File: config.mk
export PLATFORM = sky130hd
export DESIGN_NAME = pipe_hazard_ctrl
export DESIGN_NICKNAME = d
export VERILOG_FILES = /design/src/rtl/pipe_hazard_ctrl_pkg.sv /design/src/rtl/pipe_hazard_ctrl_mc_counter.sv /design/src/rtl/pipe_hazard_ctrl.sv
export SDC_FILE = /design/constraint.sdc
export NUM_CORES = 1
export LEC_CHECK = 0
export ABC_AREA = 1
export BUFFER_PORTS_ARGS = -buffer_cell sky130_fd_sc_hd__clkbuf_2
export CELL_PAD_IN_SITES_DETAIL_PLACEMENT = 0
export CELL_PAD_IN_SITES_GLOBAL_PLACEMENT = 1
export CORE_ASPECT_RATIO = 0.5
export CORE_MARGIN = 8
export CORE_UTILIZATION = 37
export CTS_BUF_LIST = sky130_fd_sc_hd__clkbuf_4
export CTS_CLUSTER_DIAMETER = 50
export DETAILED_ROUTE_END_ITERATION = 8
export PLACE_DENSITY_LB_ADDON = 0.1
export SLEW_MARGIN = 20
export SYNTH_ARGS = -nofsm -noshare
export SYNTH_HDL_FRONTEND = slang
export SYNTH_SLANG_ARGS = --single-unit
File: constraint.sdc
create_clock -name clk -period 2.15 [get_ports clk]
set_clock_uncertainty 0.05 [all_clocks]
set_input_delay 0.215 -clock clk [delete_from_list [all_inputs] [get_ports clk]]
set_output_delay 0.215 -clock clk [all_outputs]
set_load 0.02 [all_outputs]
File: src/rtl/pipe_hazard_ctrl_pkg.sv
// Shared definitions for the pipeline hazard controller: ALU function codes,
// the register-address encoding of the zero register, the sequencer state
// type and the helpers that classify multi-cycle ALU functions.
package pipe_hazard_ctrl_pkg;

  // ALU function codes shared with decode and the EX stage.
  localparam logic [4:0] ALU_ADD    = 5'h00;
  localparam logic [4:0] ALU_SUB    = 5'h01;
  localparam logic [4:0] ALU_SLL    = 5'h02;
  localparam logic [4:0] ALU_SLT    = 5'h03;
  localparam logic [4:0] ALU_SLTU   = 5'h04;
  localparam logic [4:0] ALU_XOR    = 5'h05;
  localparam logic [4:0] ALU_SRL    = 5'h06;
  localparam logic [4:0] ALU_SRA    = 5'h07;
  localparam logic [4:0] ALU_OR     = 5'h08;
  localparam logic [4:0] ALU_AND    = 5'h09;
  localparam logic [4:0] ALU_MUL    = 5'h0A;
  localparam logic [4:0] ALU_MULH   = 5'h0B;
  localparam logic [4:0] ALU_MULHSU = 5'h0C;
  localparam logic [4:0] ALU_MULHU  = 5'h0D;
  localparam logic [4:0] ALU_DIV    = 5'h0E;
  localparam logic [4:0] ALU_DIVU   = 5'h0F;
  localparam logic [4:0] ALU_REM    = 5'h10;
  localparam logic [4:0] ALU_REMU   = 5'h11;
  // Codes 5'h12..5'h1F are unassigned and execute as single-cycle ops.

  // {fp_bank, idx}: only 6'h00 is the hard-wired zero; 6'h20 is f0.
  localparam logic [5:0] ZERO_REG = 6'h00;

  typedef enum logic {
    RUN     = 1'b0,
    MC_BUSY = 1'b1
  } state_t;

  function automatic logic is_div_class(input logic [4:0] alu_func);
    return alu_func inside {ALU_DIV, ALU_DIVU, ALU_REM, ALU_REMU};
  endfunction

  function automatic logic is_mul_class(input logic [4:0] alu_func);
    return alu_func inside {ALU_MUL, ALU_MULH, ALU_MULHSU, ALU_MULHU};
  endfunction

  function automatic int max_int(input int a, input int b);
    return (a > b) ? a : b;
  endfunction

endpackage

File: src/rtl/pipe_hazard_ctrl_mc_counter.sv
// Loadable down-counter tracking the remaining EX occupancy of a
// multi-cycle MUL/DIV. Saturates at zero so a stray dec cannot wrap.
module mc_counter #(
  parameter int W = 5
) (
  input  logic         clk,
  input  logic         rst,
  input  logic         load,
  input  logic [W-1:0] load_val,
  input  logic         dec,
  output logic [W-1:0] count,
  output logic         zero
);

  // Count register: reset clears, load wins over decrement.
  // NOTE: sequential state uses <= so every register samples pre-edge values.
  always_ff @(posedge clk) begin
    if (rst) begin
      count <= '0;
    end else if (load) begin
      count <= load_val;
    end else if (dec && (count != '0)) begin
      count <= count - W'(1);
    end
  end

  assign zero = (count == '0);

endmodule

File: src/rtl/pipe_hazard_ctrl.sv
// Stall/flush sequencer for the 5-stage pipeline. Resolves load-use hazards
// with a one-cycle bubble, flushes IF/ID on taken branches, and freezes the
// front end while a multi-cycle MUL/DIV occupies EX.
module pipe_hazard_ctrl
  import pipe_hazard_ctrl_pkg::*;
#(
  parameter int DIV_LAT = 32,
  parameter int MUL_LAT = 1,
  parameter int CNT_W   = 32
) (
  input  logic             clk,
  input  logic             rst,
  input  logic             ID_vld,
  input  logic [5:0]       ID_rs1,
  input  logic [5:0]       ID_rs2,
  input  logic [4:0]       ID_alu_func,
  input  logic [5:0]       ID_EX_rd,
  input  logic             ID_EX_is_load,
  input  logic             ID_EX_vld,
  input  logic             EX_br_taken,
  output logic             stall_if,
  output logic             stall_id,
  output logic             bubble_ex,
  output logic             hold_ex,
  output logic             bubble_mem,
  output logic             flush_if_id,
  output logic             mc_busy,
  output logic [CNT_W-1:0] stall_cycles
);

  localparam int MAX_LAT = max_int(DIV_LAT, MUL_LAT);
  // The counter holds LAT-1 at most, so $clog2(LAT) bits are enough.
  localparam int CW      = (MAX_LAT > 1) ? $clog2(MAX_LAT) : 1;

  localparam logic          DIV_MC   = (DIV_LAT > 1);
  localparam logic          MUL_MC   = (MUL_LAT > 1);
  localparam logic [CW-1:0] DIV_LOAD = CW'(DIV_LAT - 1);
  localparam logic [CW-1:0] MUL_LOAD = CW'(MUL_LAT - 1);

  state_t        state;
  state_t        state_nxt;
  logic          in_run;
  logic          load_use;
  logic          flush;
  logic          id_div;
  logic          id_mul;
  logic          mc_issue;
  logic [CW-1:0] cnt;
  logic          cnt_zero;

  // Hazard detection: only meaningful while the front end is running.
  assign in_run   = !rst && (state == RUN);
  assign load_use = in_run && ID_vld && ID_EX_vld && ID_EX_is_load &&
                    (ID_EX_rd != ZERO_REG) &&
                    ((ID_rs1 == ID_EX_rd) || (ID_rs2 == ID_EX_rd));
  assign flush    = in_run && EX_br_taken;
  assign id_div   = is_div_class(ID_alu_func);
  assign id_mul   = is_mul_class(ID_alu_func);
  // A multi-cycle op only issues if it actually moves into EX this edge.
  assign mc_issue = in_run && ID_vld && !load_use && !flush &&
                    ((id_div && DIV_MC) || (id_mul && MUL_MC));

  mc_counter #(
    .W (CW)
  ) u_mc_counter (
    .clk      (clk),
    .rst      (rst),
    .load     (mc_issue),
    .load_val (id_div ? DIV_LOAD : MUL_LOAD),
    .dec      (state == MC_BUSY),
    .count    (cnt),
    .zero     (cnt_zero)
  );

  // State register.
  always_ff @(posedge clk) begin
    if (rst) begin
      state <= RUN;
    end else begin
      state <= state_nxt;
    end
  end

  // Next-state: enter MC_BUSY on issue, leave on the edge the counter hits 0.
  always_comb begin
    state_nxt = state;
    unique case (state)
      RUN:     if (mc_issue) state_nxt = MC_BUSY;
      MC_BUSY: if (cnt_zero || (cnt == CW'(1))) state_nxt = RUN;
      default: state_nxt = RUN;
    endcase
  end

  // Output decode; every control is forced low while rst is asserted.
  // NOTE: defaulting every output first keeps this block free of latches.
  always_comb begin
    stall_if    = 1'b0;
    stall_id    = 1'b0;
    bubble_ex   = 1'b0;
    hold_ex     = 1'b0;
    bubble_mem  = 1'b0;
    flush_if_id = 1'b0;
    mc_busy     = 1'b0;
    if (!rst) begin
      unique case (state)
        RUN: begin
          // Flush outranks load-use: the stalled instruction is discarded.
          flush_if_id = flush;
          bubble_ex   = flush || load_use;
          stall_if    = load_use && !flush;
          stall_id    = load_use && !flush;
        end
        MC_BUSY: begin
          stall_if   = 1'b1;
          stall_id   = 1'b1;
          hold_ex    = 1'b1;
          bubble_mem = 1'b1;
          mc_busy    = 1'b1;
        end
        default: ;
      endcase
    end
  end

  // Performance counter of front-end stall cycles, wrapping naturally.
  always_ff @(posedge clk) begin
    if (rst) begin
      stall_cycles <= '0;
    end else if (stall_if) begin
      stall_cycles <= stall_cycles + CNT_W'(1);
    end
  end

endmodule
==> Word level (Yosys, flattened, before mapping) <==
Cells that the tools add are included.
{ "word_totals": {"register_bits": 38, "input_bits": 29, "out_inout_bits": 39, "elab_cells": 50} }
{ "op_classes": {"n_addsub": 2, "n_eq_ne": 7, "n_mux": 14, "bitwise_logic": 1, "reduce_logical": 23} }
{ "ops": {"columns": ["op", "count"], "rows": [
  ["32-bit by 1-bit adder with 32-bit output, second input constant", 1],
  ["5-bit two-way mux", 3],
  ["6-bit == test", 2],
  ["1-bit logical AND", 12],
  ["5-bit by 4-bit == test with 1-bit output, second input constant", 2],
  ["5-bit == test, second input constant", 2],
  ["1-bit two-way mux", 9],
  ["6-bit nonzero test", 1],
  ["5-bit by 1-bit == test with 1-bit output, second input constant", 1],
  ["5-bit zero test", 1],
  ["5-bit nonzero test", 1],
  ["5-bit by 1-bit subtractor with 5-bit output, second input constant", 1],
  ["1-bit case mux with 2 select lines", 2],
  ["4-bit nonzero test", 1],
  ["1-bit zero test", 3],
  ["1-bit logical OR", 3],
  ["2-bit nonzero test", 1],
  ["1-bit inverter", 1]
]} }

==> Depth between registers and ports, before layout <==
Gate-level depths: netlist of the first run.
{ "logic_depth": {"word_depth": 13, "mapped_depth": 13, "ltp_nobuf": 13} }

==> Cells and area by module <==
From an unflattened synthesis of the first run, not the netlist that was laid out.
{ "hier_totals": {"hier_cells": 413, "area_unflattened_um2": 2488.6} }
{ "by_module_without_submodules": {"columns": ["mod", "instances", "cells_each", "area_per_inst_um2", "seq_area_each_um2"], "rows": [
  ["pipe_hazard_ctrl", 1, 355, 2140.8, 660.6],
  ["mc_counter", 1, 58, 347.8, 100.1]
]} }

==> Least setup slack after synthesis of the first run <==
OpenSTA, ideal clock, no wires.
{ "synth_timing": {"kind": "reg2reg", "from": "reg stall_cycles[0]", "to": "reg stall_cycles[26]", "setup_time_ns": 0.128, "arrival_ns": 1.623, "t_required_ns": 1.972, "path_slack_ns": 0.350, "path_stages_with_launch": 13, "n_path_buf": 0, "period_less_slack_ns": 1.800, "path_cell_list": "dfxtp_1 ha_1 nand2_2 nor2_4 nand3_4 nor2_4 nand2_2 inv_2 nand2_2 nor2_2 nand3_1 nand2_1 nor2_1"} }
{ "synth_via": {"elab_chain_cells": 1} }
{ "synth_lines": {"columns": ["item", "line", "text"], "rows": [
  ["start: declaration", "pipe_hazard_ctrl.sv:28", "output logic [CNT_W-1:0] stall_cycles"],
  ["start signal: assignment", "pipe_hazard_ctrl.sv:130", "stall_cycles <= stall_cycles + CNT_W'(1);"],
  ["32-bit by 1-bit adder with 32-bit output", "pipe_hazard_ctrl.sv:130", null]
]} }
Every way passes these cells.
A chain may end at the register's enable or synchronous reset.

==> Worst setup path in the final report of the first run <==
{ "layout_timing": {"from": "reg state", "to": "out stall_id"} }
{ "layout_via": {"elab_chain_cells": 10, "elab_cells_between_ends": 12, "classes_between": "2 x mux; 1 x bitwise; 9 x reduce/logical"} }
{ "layout_lines": {"columns": ["item", "line", "text"], "rows": [
  ["start: declaration", "pipe_hazard_ctrl.sv:40", "state_t state;"],
  ["start signal: assignment", "pipe_hazard_ctrl.sv:80", "state <= state_nxt;"],
  ["1-bit inverter", null, null],
  ["1-bit logical AND", "pipe_hazard_ctrl.sv:52", "assign in_run = !rst && (state == RUN);"],
  ["1-bit logical AND (4 in series)", "pipe_hazard_ctrl.sv:53", "assign load_use = in_run && ID_vld && ID_EX_vld && ID_EX_is_load &&"],
  ["1-bit logical AND", "pipe_hazard_ctrl.sv:54", "(ID_EX_rd != ZERO_REG) &&"],
  ["1-bit logical AND", "pipe_hazard_ctrl.sv:111", "stall_id = load_use && !flush;"],
  ["1-bit case mux with 2 select lines (*)", "pipe_hazard_ctrl.sv:105", "unique case (state)"],
  ["1-bit two-way mux (*)", "pipe_hazard_ctrl.sv:104", "if (!rst) begin"],
  ["end: declaration", "pipe_hazard_ctrl.sv:22", "output logic stall_id,"]
]} }
Every way passes the cells marked *; elsewhere a longest branch is shown, timed or not.

==> impl_metrics.tcl, run 1 <==
set metrics [dict create \
    status "completed" \
    areaGrowthSynthToFinish_pct 17.71 \
    grt_pass1_wl_um 11380 \
    max-cap-violations 0 \
    grt_max_degree 34 \
    p_seq_share_pct 56.6 \
    setup_tns_ns 0 \
    stdcell_count 579 \
    die_y_um 74.88 \
    die_w_um 133.8 \
    grt.overflow.total 0 \
    syn_area_per_cell_um2 6.078 \
    cts_sinks 38 \
    critPathMaxFanout 3 \
    period_share_pct 91.17 \
    worstHoldPathType "in2reg" \
    p_leak_nw 1.471 \
    critPathSlowestCell "dfxtp_1" \
    drcViolationCount 0 \
    start_util_pct 38.28 \
    yosysTopAreaCellShare_pct 29.66 \
    powerDensity_nw_per_um2 420.5 \
    clkLatencyLatePin_ns 0.36 \
    clk_pin_slew_ns 0.12 \
    synth_warnings 0 \
    track_usage_pct 13.96 \
    nets 519 \
    yosys.cell_types.count 31 \
    cts_tree "built" \
    fmax_ghz 0.5101 \
    ios 68 \
    hpwlAfterDp_um 5090 \
    drive_above_1_share_pct 22.79 \
    clockBufferDepth 2 \
    first_pass_iters 4 \
    yosysSeqAreaShare_pct 29.66 \
    ir_drop_v 0.0001493 \
    gp_congestion 0.7902 \
    crit_end "stall_id" \
    fillers 784 \
    ys.flop_type "dfxtp_1" \
    finalSetupViolations 0 \
    htreeDepth 2 \
    reg2regPathDepth 12 \
    path_delay_family "simple AND/OR/NAND/NOR gates" \
    path_cells "nor3b_2, nand3_1, a21oi_2, nand3_2, a21oi_2, clkbuf_2" \
    synthesis.area_um2 2565 \
    critical_path.max_stage_delay_ns 0.35 \
    cp-start-kind "flop" \
    antenna_found_initial 0 \
    switching_share_pct 28.09 \
    syn_inst 422 \
    cts_root_buffer "clkbuf_4" \
    tightest_slew_ns 0.4366 \
    viasPerCell 4.482 \
    cts-buffers-inserted 5 \
    period_minus_slack_ns 1.960 \
    total_power_mw 1.270 \
    cp_data_arrival_time_ns 1.70 \
    synthMostInstantiatedCell "nand2_1" \
    post_cts_buffers 0 \
    slew_violations 0 \
    synth-edff-count 0 \
    routedWlPerCell_um 11.09 \
    placed_cells 571 \
    layout_setup_ws_ns 0.1898 \
    grt_pass1_vias 2564 \
    dieArea_um2 10010 \
    clockPowerShare_pct 30.1 \
    ys_ff_latch 38 \
    cp.depth 6 \
    vias 2595 \
    rrSetupSlack_ns 0.33 \
    cp_common_cell "a21oi_2" \
    syn_nets 455 \
    synth_largest_area_cell "dfxtp_1" \
    fp.coreArea_um2 6700 \
    p_int_uw 912.9 \
    finalWirelength_um 6422 \
    end_kind "output port" \
    portBuffers 66 \
    cts-hold-fix-buffers 0 \
    synth_commonest_cells "nand2_1, nor2_1, inv_1, dfxtp_1, nand3_1" \
    criticalPathCategory "reg2out" \
    place_ws_ns 0.3320 \
    slew_headroom_pct 70.63 \
    crit_required_ns 1.88 \
    crit_start "state" \
    antenna_left 0 \
    fp-row-count 21 \
    reg2reg_from "stall_cycles[0]" \
    drtIter0Drc 83 \
    async_flop_share_pct 0 \
    p_sw_uw 356.6 \
    hold_violations 0 \
    combPwrFrac_pct 13.3 \
    antenna_cells 0 \
    rsz0062_at_grt "no" \
    synthTopCellsByArea "dfxtp_1, nand2_1, nor2_1" \
    r2r-end "stall_cycles[26]" \
    crit_buf_inv 1 \
]
[state kept, by name (all words and copies together), names as in the netlist]
signal / count
stall_cycles: 32
u_mc_counter.count: 5
state: 1
[area by class of cell]
cell class / instances / area [um^2] / area share (%)
multi-input combinational: 314 / 1503 / 49.77
sequential: 38 / 760.7 / 25.20
timing repair buffer: 70 / 372.9 / 12.35
inverter: 57 / 214.0 / 7.087
tap: 92 / 115.1 / 3.813
clock buffer: 6 / 45.04 / 1.492
clock inverter: 2 / 8.758 / 0.2901
[cells by family (layout without fill, tap and decap cells)]
family          Yosys count  count (layout)  share of synthesized area (%)
compound gates           29              29                          6.147
xor+xnor                  3               3                          1.025
fa+ha+maj                 4               4                          1.951
buf+inv                  70             135                          11.90
flops                    38              38                          29.66
simple gates            278             278                          49.32
[routing by layer]
layer  wire length [um]  up-vias  share of wire (%)  global-route usage (%)
li1                   -     1443                  -                       -
met4                 72        0                1.1                   4.439
met1               3218     1088                 50                   17.19
met3                527        7                8.2                   6.059
met2               2604       57                 41                   21.74
met5                  0        -                  0                       0
[power groups by stage]
stage | sequential, mW | clock, mW | combinational [mW]
2_1_floorplan | 0.735 | 0 | 0.115
3_3_place_gp | 0.734 | 0 | 0.172
3_5_place_dp | 0.734 | 0 | 0.172
4_1_cts | 0.719 | 0.406 | 0.172
5_1_grt | 0.721 | 0.436 | 0.197
6_report | 0.719 | 0.382 | 0.169
[repair_timing]
action                                 CTS  global route
gates resized for setup                  0             1
setup endpoints to repair                0             2
endpoints found under the hold margin    0             0
[tightest hold or removal path: stages]
cell and delay [ns]:
clkbuf_2 0.10, buf_4 0.21, nor2_1 0.11
[stage by stage]
stage	instance area, um^2	utilization, %	hold slack [ns]
after floorplan	2565	-	0.4194
after global placement	2962	44.20	0.4493
after detailed placement	2962	44.20	0.4582
after CTS	3015	45.00	0.2382
after global routing	3019	45.06	0.2656
final	3019	45.06	0.2615
[how the worst min path moves through the flow]
stage,from,to,slack [ns],cells after the start
6_report,rst,stall_cycles[11],0.26,3
5_1_grt,rst,stall_cycles[9],0.27,3
4_1_cts,rst,stall_cycles[9],0.24,3
3_5_place_dp,u_mc_counter.count[2],u_mc_counter.count[2],0.46,2
3_3_place_gp,u_mc_counter.count[2],u_mc_counter.count[2],0.45,2
2_1_floorplan,rst,stall_cycles[1],0.42,2
[cells in the final DEF, fill, tap and decap left out]
master / synthesis / final
inv_1: 53 / 53
o21ai_0: 2 / 2
a31oi_1: 1 / 1
a21oi_2: 1 / 2
nor2_2: 4 / 4
nand3_4: 1 / 1
clkinv_2: 0 / 1
a21oi_1: 24 / 23
nor3_2: 1 / 1
nand3_2: 5 / 5
a31oi_2: 1 / 1
nand2_4: 1 / 1
nand3b_1: 2 / 2
nor2_4: 3 / 3
nor3_1: 7 / 7
nor2_1: 67 / 67
nand3_1: 35 / 35
nor4_1: 2 / 2
clkinv_1: 0 / 1
nand2_1: 131 / 131
clkbuf_2: 0 / 66
nand2_2: 10 / 10
nand4_1: 6 / 6
xor2_1: 3 / 3
clkbuf_4: 0 / 6
nor3_4: 1 / 1
ha_1: 4 / 4
buf_4: 7 / 3
inv_2: 4 / 4
dfxtp_1: 38 / 38
nor3b_1: 1 / 1
buf_12: 0 / 1
nor3b_2: 1 / 1
(Power assumes the default switching activity.)
==> run 2: changes to the inputs <==
Settings changed: CTS_BUF_LIST sky130_fd_sc_hd__clkbuf_4 to sky130_fd_sc_hd__clkbuf_2 sky130_fd_sc_hd__clkbuf_4 sky130_fd_sc_hd__clkbuf_8.
==> run 2 against run 1 <==
Via count decreased by 0.12%. Die area unchanged. Count of clock-buffer cells in the layout grew 1. Global-route usage down 0.073 points. Wire length grew 0.51%. Worst setup slack improved by 0.052 ns. Critical path type unchanged. Critical endpoint is now stall_if. Highest routed layer unchanged.
==> impl_metrics.tcl, run 2 (synthesis results as in run 1) <==
set metrics [dict create \
    finalSetupViolations 0 \
    place_area_um2 2962 \
    r2r-end "stall_cycles[26]" \
    crit_required_ns 1.88 \
    fmax_ghz 0.5240 \
    vias 2592 \
    die_w_um 133.8 \
    cts-buffers-inserted 5 \
    routedWlPerCell_um 11.15 \
    grt_max_degree 34 \
    period_share_pct 88.76 \
    reg2reg_from "stall_cycles[0]" \
    drtIter0Drc 86 \
    p_leak_nw 1.490 \
    cts-hold-fix-buffers 0 \
    portBuffers 66 \
    clk_pin_slew_ns 0.08 \
    antenna_found_initial 0 \
    antenna_cells 0 \
    worstHoldPathType "in2reg" \
    grt_pass1_wl_um 11370 \
    cp-start-kind "flop" \
    hold_path_depth 3 \
    largest_register "stall_cycles" \
    critPathMaxFanout 3 \
    fillers 779 \
    cts_tree "built" \
    period_minus_slack_ns 1.908 \
    criticalPathCategory "reg2out" \
    placed_cells 571 \
    htreeDepth 2 \
    fp-row-count 21 \
    reg2regPathDepth 12 \
    holdWs_ns 0.3302 \
    top_regs "stall_cycles (32), u_mc_counter.count (5), state (1)" \
    hpwlAfterDp_um 5090 \
    layout.cells.most_common "nand2_1" \
    start_util_pct 38.28 \
    end_kind "output port" \
    ir_drop_v 0.0001869 \
    grt_pass1_vias 2566 \
    largest_reg_flops 32 \
    fp.coreArea_um2 6700 \
    areaGrowthSynthToFinish_pct 19.17 \
    slew_headroom_pct 71.05 \
    status "completed" \
    critical_path.max_stage_delay_ns 0.33 \
    powerDensity_nw_per_um2 463.9 \
    nets 519 \
    gp_congestion 0.7902 \
    drcViolationCount 0 \
    viasPerCell 4.477 \
    stdcell_area_um2 3057 \
    setup_tns_ns 0 \
    stdcell_count 579 \
    hold_violations 0 \
    clockBufferDepth 2 \
    critPathSlowestCell "dfxtp_1" \
    rrSetupSlack_ns 0.33 \
    dieArea_um2 10010 \
    post_cts_buffers 0 \
    die_y_um 74.88 \
    slew_violations 0 \
    cp.depth 6 \
    holdCritStartpoint "rst" \
    min_to "stall_cycles[11]" \
    cts_root_buffer "clkbuf_8" \
    path_delay_family "simple AND/OR/NAND/NOR gates" \
    crit_buf_inv 1 \
    max-cap-violations 0 \
    antenna_left 0 \
    cp_data_arrival_time_ns 1.64 \
    cts_sinks 38 \
    finalWirelength_um 6455 \
    track_usage_pct 13.89 \
    rsz0062_at_grt "no" \
    grt.overflow.total 0 \
    final_cell_mix "nand2_1, nor2_1, clkbuf_2, inv_1, dfxtp_1" \
    first_pass_iters 4 \
    drive_above_1_share_pct 22.79 \
    clkLatencyLatePin_ns 0.29 \
    tightest_slew_ns 0.4303 \
    ios 68 \
    cts_resized 0 \
    path_cells "nor3b_2, nand3_1, a21oi_2, nand3_2, a21oi_1, clkbuf_2" \
]
[run 2: per-layer routing]
metal	global-route usage [%]	share of wire [%]
met4	3.699	0.74
met3	6.059	8.1
met1	17.26	51
met2	21.68	40
met5	0	0
[run 2: how the worst max path moves through the flow]
stage | slack (ns) | from | endpoint
global placement | 0.35 | stall_cycles[0] | stall_cycles[26]
finish | 0.24 | state | stall_if
global route | 0.04 | state | stall_id
CTS | 0.20 | state | stall_if
detailed placement | 0.33 | stall_cycles[0] | stall_cycles[26]
floorplan | 0.35 | stall_cycles[0] | stall_cycles[26]
[run 2: final cells by class]
| class | count | area [um^2] | share of cell area (%) |
|---|---|---|---|
| Clock buffer | 7 | 90.09 | 2.947 |
| Clock inverter | 1 | 5.005 | 0.1637 |
| Inverter | 57 | 214.0 | 7.000 |
| Multi-Input combinational cell | 314 | 1499 | 49.04 |
| Sequential cell | 38 | 760.7 | 24.89 |
| Tap cell | 92 | 115.1 | 3.766 |
| Timing Repair Buffer | 70 | 372.9 | 12.20 |
[run 2: tightest hold or removal path, stage by stage]
cell and delay, ns:
clkbuf_2 0.10, buf_4 0.21, nor2_1 0.11
[run 2: per-stage QoR]
step | worst slack (ns) | utilization, % | power, mW
5_1_grt | 0.04276 | 45.62 | 1.504
4_1_cts | 0.1972 | 45.62 | 1.444
6_report | 0.2417 | 45.62 | 1.418
2_1_floorplan | 0.3498 | - | 0.8497
3_5_place_dp | 0.3320 | 44.20 | 0.9059
3_3_place_gp | 0.3476 | 44.20 | 0.9060
[run 2: power by group]
part | switching, mW | internal, mW
clock | 0.259 | 0.272
sequential | 0.00617 | 0.712
combinational | 0.104 | 0.0648
total | 0.370 | 1.05
==> run 3: changes to the inputs <==
Settings changed: SYNTH_HIERARCHICAL set to 1.
==> run 3 against run 2 <==
Final cell count decreased by 1.7%. Register-to-register slack got worse by 0.06 ns. Clock power decreased by 3%. Core utilization decreased by 0.62 points. Global-route usage decreased by 0.85 points. Sequential cell count unchanged. Highest routed layer unchanged.
==> impl_metrics.tcl, run 3 <==
set metrics [dict create \
    synth_warnings 6 \
    largest_reg_flops 32 \
    yosysSeqAreaShare_pct 30.57 \
    reg2regPathDepth 10 \
    async_flop_share_pct 0 \
    synthAdderAreaFrac_pct 1.006 \
    max-cap-violations 0 \
    period_minus_slack_ns 1.986 \
    cts_tree "built" \
    place_area_um2 2873 \
    synth-edff-count 0 \
    r2r-end "stall_cycles[20]" \
    cts-hold-fix-buffers 0 \
    ir_drop_v 0.0002089 \
    clockBufferDepth 2 \
    clkLatencyLatePin_ns 0.29 \
    portBuffers 66 \
    routedWlPerCell_um 10.99 \
    post_cts_buffers 0 \
    worstHoldPathType "in2reg" \
    holdCritStartpoint "rst" \
    fmax_ghz 0.5035 \
    synth_commonest_cells "nand2_1, nor2_1, inv_1, nand3_1, dfxtp_1" \
    total_power_mw 1.412 \
    fp.coreArea_um2 6595 \
    gp_congestion 0.7744 \
    slew_headroom_pct 76.22 \
    first_pass_iters 4 \
    finalWirelength_um 6252 \
    hpwlAfterDp_um 4919 \
    synth_largest_area_cell "dfxtp_1" \
    stdcell_area_um2 2968 \
    grt.overflow.total 0 \
    grt_max_degree 33 \
    status "completed" \
    clk_pin_slew_ns 0.08 \
    rsz0062_at_grt "no" \
    areaGrowthSynthToFinish_pct 19.26 \
    synth-compound-area-share_pct 8.597 \
    synthMostInstantiatedCell "nand2_1" \
    ys_ff_latch 38 \
    largest_register "stall_cycles" \
    htreeDepth 2 \
    holdWs_ns 0.2596 \
    syn_nets 444 \
    die_w_um 132.0 \
    period_share_pct 92.38 \
    nets 507 \
    finalSetupViolations 0 \
    synth_top_family_by_area "simple AND/OR/NAND/NOR gates" \
    die_y_um 73.99 \
    hold_path_depth 4 \
    powerDensity_nw_per_um2 475.8 \
    synth-simple-area-share_pct 47.01 \
    synth_mux_area_share_pct 0 \
    rrSetupSlack_ns 0.27 \
    tightest_slew_ns 0.3567 \
    drive_above_1_share_pct 20.13 \
    hold_violations 0 \
    grt_pass1_wl_um 10810 \
    synthTopCellsByArea "dfxtp_1, nand2_1, nor2_1" \
    cts-buffers-inserted 5 \
    critPathSlowestCell "dfxtp_1" \
    critPathMaxFanout 5 \
    synth_xor_area_share_pct 0 \
    yosys.cell_types.count 26 \
    drtIter0Drc 127 \
    viasPerCell 4.626 \
    end_kind "output port" \
    antenna_found_initial 0 \
    reg2reg_from "stall_cycles[0]" \
    fp-row-count 21 \
    top_regs "stall_cycles (32), u_mc_counter/count (5), state (1)" \
    min_to "u_mc_counter/count[1]" \
    setup_tns_ns 0 \
    final_cell_mix "nand2_1, nor2_1, clkbuf_2, inv_1, nand3_1" \
    start_util_pct 37.73 \
    slew_violations 0 \
    syn_area_per_cell_um2 6.026 \
    cts_resized 0 \
    synthesis.area_um2 2489 \
    antenna_cells 0 \
    criticalPathCategory "reg2out" \
    cp_data_arrival_time_ns 1.72 \
    cp-start-kind "flop" \
    p_leak_nw 1.565 \
    cts_root_buffer "clkbuf_8" \
    fillers 725 \
    critical_path.max_stage_delay_ns 0.38 \
    drcViolationCount 0 \
    syn_inst 413 \
    grt_pass1_vias 2449 \
    yosysTopAreaCellShare_pct 30.57 \
    antenna_left 0 \
    track_usage_pct 13.04 \
    crit_required_ns 1.88 \
    ys.flop_type "dfxtp_1" \
    vias 2632 \
    path_cells "nor3b_2, nand3_1, a21oi_2, nand3_2, a21oi_1, clkbuf_2" \
    ios 68 \
    layout.cells.most_common "nand2_1" \
    cts_sinks 38 \
    dieArea_um2 9766 \
]
==> run 3: changes by cell type after synthesis, moves of 7 or more <==
cell     change
nand2_2      -7
nand2_1     -24
nand3_1     +16
a21oi_1     +10
nor2_1       +9
==> run 3: cell families (layout without fill, tap and decap cells) <==
family                     Yosys count  after routing
and+or+nand+nor                    263            263
buffers and inverters               69            133
AOI/OAI and AO/OA                   41             41
DFF                                 38             38
adders and majority gates            2              2
==> run 3: report_power, final <==
| group | total [mW] | switching [mW] | leakage, nW | internal, mW |
|---|---|---|---|---|
| Sequential | 0.716 | 0.00670 | 0.306 | 0.709 |
| Clock | 0.516 | 0.258 | 0.0472 | 0.258 |
| Combinational | 0.180 | 0.110 | 1.21 | 0.0706 |
| Total | 1.41 | 0.374 | 1.57 | 1.04 |
==> run 3: critical path: cells and delay by family, from the launching register on <==
family                 cells  cell delay (ns)
flip-flops                 1             0.38
AND/OR/NAND/NOR            3             0.48
AO/OA/AOI/OAI              2             0.37
buffers and inverters      1             0.20
==> run 3: metal layers <==
layer / up-vias / global-route usage, % / part of all wire [%]
met4: 0 / 3.657 / 0.70
met3: 4 / 3.706 / 6.0
met2: 61 / 22.40 / 45
met5: - / 0 / 0
li1: 1432 / - / -
met1: 1135 / 15.90 / 48
==> run 3: area by class of cell <==
| type | count | area [um^2] | area share (%) |
|---|---|---|---|
| Clock buffer | 6 | 82.58 | 2.782 |
| Timing Repair Buffer | 69 | 377.9 | 12.73 |
| Inverter | 56 | 210.2 | 7.083 |
| Tap cell | 92 | 115.1 | 3.879 |
| Sequential cell | 38 | 760.7 | 25.63 |
| Clock inverter | 2 | 12.51 | 0.4216 |
| Multi-Input combinational cell | 306 | 1409 | 47.47 |
==> run 3: worst max path at each step <==
stage,start,to,depth (start not counted)
after floorplan,stall_cycles[0],stall_cycles[28],10
after global placement,stall_cycles[0],stall_cycles[26],10
after detailed placement,stall_cycles[0],stall_cycles[28],10
after CTS,state,stall_if,6
after global routing,state,stall_id,5
final,state,stall_if,6
==> run 3: metrics by stage <==
step | utilization, % | instances | setup WS, ns
global placement | 43.56 | 561 | 0.2803
detailed placement | 43.56 | 561 | 0.2534
floorplan | - | 413 | 0.3491
CTS | 45.00 | 569 | 0.1185
finish | 45.00 | 569 | 0.1639
global route | 45.00 | 569 | 0.0007454
